## src/rtl/div_unit_if.sv

```systemverilog
// Handshake bundle between the execute stage and the multi-cycle divider.
// master = pipeline side, slave = divider side.
interface div_unit_if #(
    parameter int unsigned WIDTH = 32
);
    logic             start;
    logic             is_signed;
    logic [WIDTH-1:0] a;
    logic [WIDTH-1:0] b;
    logic             annul;
    logic             hold;
    logic             div_stall;
    logic             done;
    logic [WIDTH-1:0] quot;
    logic [WIDTH-1:0] rem;

    modport master (
        output start, is_signed, a, b, annul, hold,
        input  div_stall, done, quot, rem
    );

    modport slave (
        input  start, is_signed, a, b, annul, hold,
        output div_stall, done, quot, rem
    );
endinterface

```

## src/rtl/div_unit.sv

```systemverilog
// Radix-2 restoring divider for DIV/DIVU; one quotient bit per cycle,
// stalls the pipeline while busy and presents sign-corrected HI/LO results.
module div_unit #(
    parameter int unsigned WIDTH = 32
) (
    input  logic      clk,
    input  logic      rst,
    div_unit_if.slave bus
);
    localparam int unsigned CNT_W = $clog2(WIDTH) + 1;

    typedef enum logic [1:0] {
        S_IDLE = 2'd0,
        S_BUSY = 2'd1,
        S_DONE = 2'd2
    } state_e;

    state_e           state_q;
    logic [WIDTH-1:0] dvd_q;
    logic [WIDTH-1:0] dvs_q;
    logic [WIDTH-1:0] prem_q;
    logic [WIDTH-1:0] quot_q;
    logic [WIDTH-1:0] rem_q;
    logic [CNT_W-1:0] cnt_q;
    logic             qneg_q;
    logic             rneg_q;
    logic             done_q;

    logic             a_neg;
    logic             b_neg;
    logic [WIDTH-1:0] a_mag;
    logic [WIDTH-1:0] b_mag;
    logic [WIDTH+1:0] shifted;
    logic [WIDTH+1:0] trial;
    logic             qbit;
    logic [WIDTH-1:0] prem_d;
    logic [WIDTH-1:0] dvd_d;
    logic [WIDTH-1:0] quot_fix;
    logic [WIDTH-1:0] rem_fix;

    // Operand magnitudes, one iteration step, and sign-corrected results.
    // The full remainder is shifted and one spare bit kept so large unsigned
    // divisors never make a positive trial look negative.
    always_comb begin
        a_neg    = bus.is_signed & bus.a[WIDTH-1];
        b_neg    = bus.is_signed & bus.b[WIDTH-1];
        a_mag    = a_neg ? (~bus.a + WIDTH'(1)) : bus.a;
        b_mag    = b_neg ? (~bus.b + WIDTH'(1)) : bus.b;
        shifted  = {1'b0, prem_q, dvd_q[WIDTH-1]};
        trial    = shifted - {2'b00, dvs_q};
        qbit     = ~trial[WIDTH+1];
        prem_d   = qbit ? trial[WIDTH-1:0] : shifted[WIDTH-1:0];
        dvd_d    = {dvd_q[WIDTH-2:0], qbit};
        quot_fix = qneg_q ? (~dvd_d + WIDTH'(1)) : dvd_d;
        rem_fix  = rneg_q ? (~prem_d + WIDTH'(1)) : prem_d;
    end

    always_ff @(posedge clk) begin
        if (rst) begin
            state_q <= S_IDLE;
            dvd_q   <= '0;
            dvs_q   <= '0;
            prem_q  <= '0;
            quot_q  <= '0;
            rem_q   <= '0;
            cnt_q   <= '0;
            qneg_q  <= 1'b0;
            rneg_q  <= 1'b0;
            done_q  <= 1'b0;
        end else if (bus.annul) begin
            // Flush abandons the operation; results keep their last values.
            state_q <= S_IDLE;
            done_q  <= 1'b0;
        end else begin
            case (state_q)
                S_IDLE: begin
                    if (bus.start) begin
                        dvd_q   <= a_mag;
                        dvs_q   <= b_mag;
                        prem_q  <= '0;
                        cnt_q   <= '0;
                        qneg_q  <= bus.is_signed & (bus.a[WIDTH-1] ^ bus.b[WIDTH-1]);
                        rneg_q  <= a_neg;
                        state_q <= S_BUSY;
                    end
                end
                S_BUSY: begin
                    prem_q <= prem_d;
                    dvd_q  <= dvd_d;
                    cnt_q  <= cnt_q + CNT_W'(1);
                    if (cnt_q == CNT_W'(WIDTH - 1)) begin
                        quot_q  <= quot_fix;
                        rem_q   <= rem_fix;
                        done_q  <= 1'b1;
                        state_q <= S_DONE;
                    end
                end
                S_DONE: begin
                    if (!bus.hold) begin
                        done_q  <= 1'b0;
                        state_q <= S_IDLE;
                    end
                end
                default: begin
                    done_q  <= 1'b0;
                    state_q <= S_IDLE;
                end
            endcase
        end
    end

    // Stall is combinational so it bites in the cycle the instruction enters E.
    assign bus.div_stall = ~bus.annul &
                           (((state_q == S_IDLE) & bus.start) | (state_q == S_BUSY));
    assign bus.done      = done_q;
    assign bus.quot      = quot_q;
    assign bus.rem       = rem_q;
endmodule

```

## src/flat_wrapper.sv

```systemverilog
// flat-port wrapper written by rule: the top's interface ports become plain ports
module div_unit_flat 
#(
    parameter int unsigned WIDTH = 32
)
  (clk, rst, bus_start, bus_is_signed, bus_a, bus_b, bus_annul, bus_hold, bus_div_stall, bus_done, bus_quot, bus_rem);
  div_unit_if #(.WIDTH(WIDTH)) bus_i ();
  input  logic clk;
  input  logic rst;
  input wire logic [$bits(bus_i.start)-1:0] bus_start;
  input wire logic [$bits(bus_i.is_signed)-1:0] bus_is_signed;
  input wire logic [$bits(bus_i.a)-1:0] bus_a;
  input wire logic [$bits(bus_i.b)-1:0] bus_b;
  input wire logic [$bits(bus_i.annul)-1:0] bus_annul;
  input wire logic [$bits(bus_i.hold)-1:0] bus_hold;
  output wire logic [$bits(bus_i.div_stall)-1:0] bus_div_stall;
  output wire logic [$bits(bus_i.done)-1:0] bus_done;
  output wire logic [$bits(bus_i.quot)-1:0] bus_quot;
  output wire logic [$bits(bus_i.rem)-1:0] bus_rem;
  assign bus_i.start = bus_start;
  assign bus_i.is_signed = bus_is_signed;
  assign bus_i.a = bus_a;
  assign bus_i.b = bus_b;
  assign bus_i.annul = bus_annul;
  assign bus_i.hold = bus_hold;
  assign bus_div_stall = bus_i.div_stall;
  assign bus_done = bus_i.done;
  assign bus_quot = bus_i.quot;
  assign bus_rem = bus_i.rem;
  div_unit #(.WIDTH(WIDTH)) u_core (.clk(clk), .rst(rst), .bus(bus_i));
endmodule
```

## config.mk

```make
export PLATFORM = sky130hd
export DESIGN_NAME = div_unit_flat
export DESIGN_NICKNAME = d
export VERILOG_FILES = /design/src/rtl/div_unit_if.sv /design/src/rtl/div_unit.sv /design/src/flat_wrapper.sv
export SDC_FILE = /design/constraint.sdc
export NUM_CORES = 1
export LEC_CHECK = 0
export ABC_AREA = 1
export CAP_MARGIN = 20
export CORE_MARGIN = 5
export CORE_UTILIZATION = 40
export CTS_BUF_LIST = sky130_fd_sc_hd__clkbuf_4 sky130_fd_sc_hd__clkbuf_8
export CTS_CLUSTER_DIAMETER = 40
export DETAILED_ROUTE_END_ITERATION = 8
export DONT_BUFFER_PORTS = 1
export PLACE_DENSITY = 0.53
export REMOVE_ABC_BUFFERS = 1
export SLEW_MARGIN = 0
export SYNTH_ARGS = -nofsm -noshare
export SYNTH_HDL_FRONTEND = slang
export SYNTH_SLANG_ARGS = --single-unit
```

## constraint.sdc

```tcl
create_clock -name clk -period 9.1 [get_ports clk]
set_input_delay 1.365 -clock clk [delete_from_list [all_inputs] [get_ports clk]]
set_output_delay 1.365 -clock clk [all_outputs]
set_load 0.1 [all_outputs]
```

==> results_dict.tcl, run 1 <==
set metrics [dict create \
    cp.arrival_ns 5.54 \
    grt_busiest_layer "met2" \
    r2r_start "u_core.dvs_q[26]" \
    place_hpwl_um 32300 \
    synthCells 2134 \
    grt_start_max_net_pins 77 \
    cap_violations 0 \
    worst_pin_slew_ns 1.10 \
    num_rows 65 \
    synth_area_um2 12700 \
    yosys.area.top_type_share_pct 26.9 \
    synth_edf_count 0 \
    routabilityCongestion 0.921 \
    final_hold_viol_count 0 \
    slowest_delay_ns 0.58 \
    initial_core_util_pct 40.4 \
    crit_top_cell "nor2_1" \
    cts_buffers 17 \
    vias 13000 \
    worstSkewPairLatency_ns 0.50 \
    fp.dieW_um 188 \
    grt_use_total_pct 23.7 \
    avgRoutedWirePerCell_um 16.9 \
    drc 0 \
    reg2reg_depth 22 \
    final_max_slew_viol_count 0 \
    synth_largest_area_cell "dfxtp_1" \
    worst_setup_path_end_kind "flop" \
    crit_fanout 50 \
    die_area_um2 35500 \
    cp_top_family "simple AND/OR/NAND/NOR gates" \
    cts_buffer_depth 2 \
    crit_cells 22 \
    cp_slowest_cell "nor2_4" \
    yosys_most_used_dff "dfxtp_1" \
    synthTopCellsByArea "dfxtp_1 (27%), nand2_1 (18%), inv_1 (9.0%)" \
    grt_pass1_vias 12400 \
    critPathLaunchType "flop" \
    core_area_um2 31500 \
    worstSetupPathType "flop to flop" \
    finalCritPeriodShare_pct 56.5 \
    clock_skew_ns 0.0193 \
    antenna_found_initial 0 \
    final_nets 2195 \
    cts-hold-fix-buffers 0 \
    n_fill_cell 3498 \
    power_density_nw_per_um2 132 \
    cp_num_buf_inv 3 \
    drive_gt1_share_pct 5.14 \
    cts_tree "built" \
    cts_sinks 171 \
    synthToLayoutAreaGrowth_pct 5.08 \
    use_met1_pct 29.2 \
    status "completed" \
    avgSynthCellArea_um2 5.96 \
    async_flop_share_pct 0 \
    grt_pass1_wl_um 67300 \
    hold_path.class "flop to flop" \
    rsz0062_at_grt "false" \
    path_cells "inv_1 > ha_1 > a21oi_1 > nor2_1 > o21ai_1 > nand3_1 > nor2_4 > nand2_4 > inv_2 > ha_1 > nand3_1 > nor3_1 > and3_1 > nand4_1 > nor2_1 > nor2_1 > nor2_1 > o21ai_0 > nor2_1 > xnor2_1 > o21ai_0 > inv_1" \
    grt_use_met3_pct 5.52 \
    cp_data_required_time_ns 9.50 \
    leakage_nw 6.66 \
    yosys.cell_types.count 51 \
    fmax_ghz 0.195 \
    setup_tns_ns 0 \
    yosysWarnings 0 \
    ys_seq_elements 171 \
    overflow 0 \
    ys_seq_area_share_pct 26.9 \
    ant_nets 0 \
    finalSetupViolCount 0 \
    max_slew_margin_pct 26.8 \
    whs_ns 0.492 \
    n_antenna_cell 0 \
    root_buffer "clkbuf_8" \
    cts-resized-gates 0 \
    peakVddDrop_v 0.0000929 \
    portBuffers 0 \
    min_from "u_core.cnt_q[5]" \
    die_y_um 188 \
    crit_start "u_core.dvs_q[26]" \
    first_iter_violations 936 \
    met2_usage_pct 41.6 \
    drt-total-wl_um 42300 \
    drt_pass1_iterations 8 \
    clkTransAtPathRegs_ns 0.11 \
    avgViaCountPerCell 5.21 \
    hold_path_depth 2 \
    period_minus_slack_ns 5.14 \
    htreeDepth 4 \
    post-cts-setup-buffers 0 \
    pin_count 136 \
]
cells in the mapped netlist, drive strengths merged (21+ instances only):
cell type  number
nor2          258
o21ai         153
clkbuf         60
nand2         619
dfxtp         171
nand4          21
ha             37
xor2           52
nor3           23
inv           309
nand3         124
a21oi         174
cells in the final DEF (no fill, tap or decap), drive strengths merged, types with 2 or more instances in the layout:
cell      synthesis  routed
dfxtp           171     171
clkinvlp          0       4
nand2           619     619
a21oi           174     174
o211ai           16      16
nand4            21      21
a221oi            5       5
nor4              7       7
ha               37      37
and2              3       3
nand3           124     124
o221ai           15      15
inv             309     316
xor2             52      52
o21ai           153     153
o31ai             2       2
and3              3       3
xnor2            19      19
nor3             23      23
nand3b           11      11
buf              19      13
a22oi             2       2
a31oi             9       9
clkbuf           60      18
nor2            258     258
clkinv            3       6
or2               7       7
state kept, by name, indices dropped and copies added, names as in the netlist:
name and cells:
u_core.prem_q 32, u_core.dvd_q 32, u_core.bus.quot 32, u_core.rneg_q 1, u_core.cnt_q 6, u_core.state_q 2, u_core.dvs_q 32, u_core.qneg_q 1
u_core.bus.rem 32, u_core.bus.done 1
tightest hold or removal path, delay by kind of cell, from the launching register on:
family | cells | cell delay (ns)
flip-flops | 1 | 0.32
AO/OA/AOI/OAI | 2 | 0.13
kinds of logic after synthesis:
kind of cell / Yosys count / synth area share [%]
buffers and inverters: 391 / 12.0
XOR/XNOR: 71 / 4.89
AO/OA/AOI/OAI: 385 / 16.5
flip-flops: 171 / 26.9
AND/OR/NAND/NOR: 1078 / 35.8
adder cells (fa/ha/maj): 38 / 3.80
layer usage:
layer,up-vias,routed length (um)
li1,6707,-
met3,48,2750
met5,-,0
met2,349,20400
met1,5919,18300
met4,0,912
area by class of cell:
| cell class | count | area, um2 | share of cell area [%] |
|---|---|---|---|
| flip-flops and latches | 171 | 3420 | 25.6 |
| clock inverters | 14 | 133 | 0.992 |
| inverters | 312 | 1170 | 8.76 |
| repair buffers | 13 | 97.6 | 0.730 |
| multi-input cells | 1572 | 7790 | 58.3 |
| well taps | 402 | 503 | 3.76 |
| clock buffers | 18 | 248 | 1.85 |
metrics by stage:
step / power, mW / utilization (%) / setup slack [ns] / std cells / area [um2]
finish: 1.76 / 42.5 / 3.96 / 2502 / 13400
global route: 1.87 / 42.5 / 3.37 / 2502 / 13400
CTS: 1.78 / 42.5 / 3.98 / 2502 / 13400
detailed placement: 1.23 / 41.3 / 3.99 / 2470 / 13000
global placement: 1.23 / 41.3 / 4.16 / 2470 / 13000
floorplan: 1.11 / - / 0.892 / 2055 / 12400
report_power, final:
part	switching (mW)	internal, mW	total [mW]
clock network	0.340	0.207	0.547
registers	0.0240	0.772	0.796
logic	0.288	0.131	0.420
worst paths after layout:
| check | endpoint | slack, ns |
|---|---|---|
| hold reg to reg | u_core.cnt_q[5] | 0.49 |
| setup / recovery | u_core.bus.quot[30] | 3.96 |
| setup reg to reg | u_core.bus.quot[30] | 3.96 |
| hold / removal | u_core.cnt_q[5] | 0.49 |
No activity file was read; power rests on OpenSTA's default activity.
==> run 2: changes to the inputs <==
==> constraint.sdc (replaced) <==
create_clock -name clk -period 5.1 [get_ports clk]
set_input_delay 0.765 -clock clk [delete_from_list [all_inputs] [get_ports clk]]
set_output_delay 0.765 -clock clk [all_outputs]
set_load 0.1 [all_outputs]
==> results_dict.tcl, run 2 (synthesis gave the netlist of run 1 again) <==
set metrics [dict create \
    critPathLaunchType "flop" \
    cts_buffers 17 \
    num_rows 65 \
    n_antenna_cell 0 \
    met3_length_um 2440 \
    drc 0 \
    portBuffers 0 \
    drive_gt1_share_pct 5.23 \
    routed.top_layer "met4" \
    initial_core_util_pct 40.4 \
    worst_setup_path_end_kind "flop" \
    leakage_nw 6.67 \
    peakVddDrop_v 0.000191 \
    grt_pass1_wl_um 67400 \
    routabilityCongestion 0.929 \
    clock_skew_ns 0.0192 \
    fmax_ghz 0.237 \
    avgRoutedWirePerCell_um 17.1 \
    crit_fanout 26 \
    r2r_start "u_core.dvs_q[11]" \
    rsz0062_at_grt "false" \
    fin_area_um2 13400 \
    ant_nets 0 \
    synthToLayoutAreaGrowth_pct 5.10 \
    hold_path_depth 1 \
    first_iter_violations 827 \
    min_to "u_core.prem_q[14]" \
    die_y_um 188 \
    cap_violations 0 \
    pin_count 136 \
    avgViaCountPerCell 5.15 \
    reg2reg_depth 26 \
    worstSkewPairLatency_ns 0.52 \
    drt-total-wl_um 42900 \
    max_slew_margin_pct 26.9 \
    n_fill_cell 3499 \
    final_hold_viol_count 0 \
    grt_start_max_net_pins 68 \
    place_hpwl_um 32900 \
    cts_sinks 171 \
    status "completed" \
    final_nets 2197 \
    cts-hold-fix-buffers 0 \
    core_area_um2 31500 \
    antenna_found_initial 0 \
    fp.dieW_um 188 \
    mostFrequentLayoutCell "nand2_1" \
    cts_buffer_depth 2 \
    grt_pass1_vias 12200 \
    r2r-end "u_core.bus.quot[30]" \
    cts-resized-gates 0 \
    cp_data_required_time_ns 5.52 \
    worstSetupPathType "flop to flop" \
    post-cts-setup-buffers 0 \
    power_density_nw_per_um2 232 \
    min_from "rst" \
    placed_cell_area_um2 13000 \
    setup_tns_ns 0 \
    finalSetupViolCount 0 \
    drt_pass1_iterations 7 \
    root_buffer "clkbuf_8" \
    clkTransAtPathRegs_ns 0.10 \
    whs_ns 0.326 \
    finalCritPeriodShare_pct 82.7 \
    ff2ff_setup_slack_ns 0.88 \
    final_max_slew_viol_count 0 \
    hold_path.class "input port to flop" \
    die_area_um2 35500 \
    grt_use_total_pct 23.8 \
    cp.arrival_ns 4.63 \
    wl_met2_um 20400 \
    overflow 0 \
    cts_tree "built" \
    htreeDepth 4 \
    period_minus_slack_ns 4.22 \
    worst_pin_slew_ns 1.09 \
    final_cell_mix "nand2_1 (595), inv_1 (306), nor2_1 (242)" \
    met1Wirelength_um 19000 \
    vias 12900 \
]
-- run 2: changes by cell type in the layout (fill, tap and decap cells not counted) --
cell | before | now
inv_6 | 3 | 2
clkinv_8 | 1 | 0
clkbuf_8 | 18 | 17
clkbuf_4 | 0 | 1
inv_8 | 3 | 2
buf_4 | 13 | 14
clkinv_2 | 0 | 2
buf_12 | 0 | 1
clkinvlp_4 | 4 | 5
-- run 2: how the worst max path moves through the flow --
stage                 startpoint                   to  depth (start not counted)
2_1_floorplan  u_core.state_q[0]  u_core.bus.quot[12]                         11
3_3_place_gp     u_core.dvs_q[3]  u_core.bus.quot[30]                         26
3_5_place_dp    u_core.dvs_q[11]  u_core.bus.quot[30]                         26
4_1_cts         u_core.dvs_q[11]  u_core.bus.quot[30]                         26
5_1_grt          u_core.dvs_q[8]  u_core.bus.quot[30]                         26
6_report        u_core.dvs_q[11]  u_core.bus.quot[30]                         26
-- run 2: layer usage --
layer  up-vias  track usage [%]
met5         -                0
met4         0             6.84
met3        56             5.06
met2       276             41.1
met1      5867             30.0
li1       6706                -
-- run 2: area by class of cell --
| type | count | area, um2 | area share, % |
|---|---|---|---|
| Multi-Input combinational cell | 1572 | 7790 | 58.3 |
| Sequential cell | 171 | 3420 | 25.6 |
| Inverter | 312 | 1170 | 8.76 |
| Tap cell | 402 | 503 | 3.76 |
| Clock buffer | 18 | 241 | 1.81 |
| Timing Repair Buffer | 15 | 125 | 0.936 |
| Clock inverter | 14 | 114 | 0.852 |
-- run 2: worst max-delay path: stages (launching register included) --
cell and delay, ns:
dfxtp_1 0.35, inv_1 0.04, ha_1 0.34, nand2_1 0.15
inv_1 0.07, nand2_1 0.06, nand2_1 0.06, nand2_1 0.06
nand2_1 0.07, inv_1 0.12, nand2_4 0.08, nand2_4 0.29
nand2_4 0.08, inv_2 0.31, ha_1 0.27, nand3_1 0.11
nor3_1 0.19, and3_1 0.28, nand4_1 0.14, nor2_1 0.22
nor2_1 0.10, nor2_1 0.16, o21ai_0 0.15, nor2_1 0.15
xnor2_1 0.07, o21ai_0 0.14, inv_1 0.05
-- run 2: per-stage QoR --
step	total power, mW	utilization [%]	cells	worst slack (ns)
3_3_place_gp	2.20	41.3	2472	0.985
2_1_floorplan	1.99	-	2055	-3.11
3_5_place_dp	2.20	41.3	2472	0.882
5_1_grt	3.29	42.5	2504	0.407
4_1_cts	3.14	42.5	2504	0.868
6_report	3.10	42.5	2504	0.881
-- run 2: power breakdown --
group / total (mW) / switching, mW / internal (mW)
Combinational: 0.758 / 0.522 / 0.236
Clock: 0.926 / 0.576 / 0.350
Sequential: 1.42 / 0.0433 / 1.38
==> run 3: changes to the inputs <==
==> constraint.sdc (replaced) <==
create_clock -name clk -period 4.31 [get_ports clk]
set_input_delay 0.6465 -clock clk [delete_from_list [all_inputs] [get_ports clk]]
set_output_delay 0.6465 -clock clk [all_outputs]
set_load 0.1 [all_outputs]
==> results_dict.tcl, run 3 (synthesis gave the netlist of run 1 again) <==
set metrics [dict create \
    die_area_um2 35500 \
    antenna_found_initial 0 \
    place_hpwl_um 32300 \
    initial_core_util_pct 40.4 \
    core_area_um2 31500 \
    cp.arrival_ns 4.18 \
    htreeDepth 4 \
    status "completed" \
    mostFrequentLayoutCell "nand2_1" \
    grt_pass1_vias 12300 \
    cp_data_required_time_ns 4.71 \
    avgViaCountPerCell 5.12 \
    cts_buffer_depth 2 \
    drc 0 \
    root_buffer "clkbuf_8" \
    drt-total-wl_um 41900 \
    leakage_nw 6.72 \
    critPathLaunchType "flop" \
    clock_skew_ns 0.0266 \
    n_fill_cell 3474 \
    finalCritPeriodShare_pct 87.7 \
    worst_pin_slew_ns 1.09 \
    routabilityCongestion 0.970 \
    portBuffers 0 \
    period_minus_slack_ns 3.78 \
    max_slew_margin_pct 26.9 \
    post-cts-setup-buffers 0 \
    final_cell_mix "nand2_1 (595), inv_1 (306), nor2_1 (242)" \
    post-place-ws_ns 0.609 \
    grt_start_max_net_pins 80 \
    hold_path.class "input port to flop" \
    slowest_delay_ns 0.45 \
    worst_setup_path_end_kind "flop" \
    fmax_ghz 0.265 \
    fp.dieW_um 188 \
    final_hold_viol_count 0 \
    worstSkewPairLatency_ns 0.51 \
    overflow 0 \
    placed_cell_area_um2 13000 \
    drive_gt1_share_pct 5.37 \
    cap_violations 0 \
    grt_use_total_pct 23.5 \
    n_antenna_cell 0 \
    num_rows 65 \
    avgRoutedWirePerCell_um 16.7 \
    seqCellArea_um2 3420 \
    cp_top_family "simple AND/OR/NAND/NOR gates" \
    final_nets 2201 \
    final_max_slew_viol_count 0 \
    die_y_um 188 \
    cp_num_buf_inv 4 \
    finalSetupViolCount 0 \
    worstSetupPathType "flop to flop" \
    multiInputGateArea_um2 7790 \
    cts_buffers 17 \
    clkTransAtPathRegs_ns 0.11 \
    setup_tns_ns 0 \
    synthToLayoutAreaGrowth_pct 5.73 \
    cts-resized-gates 0 \
    rsz0062_at_grt "false" \
    cts_tree "built" \
    vias 12800 \
    power_density_nw_per_um2 282 \
    dpl.cell_count 2476 \
    cts-hold-fix-buffers 0 \
    ant_nets 0 \
    fin_ws_ns 0.532 \
    grt_pass1_wl_um 66900 \
    peakVddDrop_v 0.000199 \
    drt_pass1_iterations 5 \
    fin_cells 2507 \
    cts_sinks 171 \
    first_iter_violations 700 \
    fin_area_um2 13500 \
    pin_count 136 \
    cp_slowest_cell "dfxtp_1" \
    crit_top_cell "nand2_1" \
    crit_fanout 5 \
]
==> run 3: metrics by stage <==
step	utilization, %	power, mW	hold slack [ns]
final	42.7	3.79	0.212
after global routing	42.7	4.01	0.180
after CTS	42.7	3.82	0.165
after detailed placement	41.4	2.60	0.472
after global placement	41.4	2.60	0.468
after floorplan	-	2.35	0.447
==> run 3: per-layer routing <==
layer	vias up	global-route usage, %	wire length [um]
met1	5835	28.8	18700
met3	50	4.89	1960
met4	0	7.60	1080
met2	244	41.3	20200
met5	-	0	0
li1	6715	-	-
==> run 3: cell type report <==
| type | instances | share of cell area (%) |
|---|---|---|
| Timing Repair Buffer | 19 | 1.15 |
| Sequential cell | 171 | 25.5 |
| Multi-Input combinational cell | 1572 | 57.9 |
| Clock inverter | 11 | 1.02 |
| Inverter | 312 | 8.71 |
| Tap cell | 402 | 3.74 |
| Clock buffer | 20 | 2.00 |
==> run 3: report_power, final <==
| group | internal, mW | total, mW | leakage, nW | switching [mW] |
|---|---|---|---|---|
| clock | 0.559 | 1.22 | 0.203 | 0.657 |
| sequential | 1.63 | 1.68 | 1.39 | 0.0509 |
| combinational | 0.281 | 0.890 | 5.12 | 0.609 |
==> run 3: path summary, 6_finish.rpt <==
kind | slack [ns] | startpoint | cells after the start | endpoint
max reg2reg | 0.53 | u_core.prem_q[10] | 25 | u_core.bus.quot[30]
max | 0.53 | u_core.prem_q[10] | 25 | u_core.bus.quot[30]
min reg2reg | 0.49 | u_core.dvs_q[31] | 2 | u_core.dvs_q[31]
min | 0.21 | rst | 1 | u_core.prem_q[21]
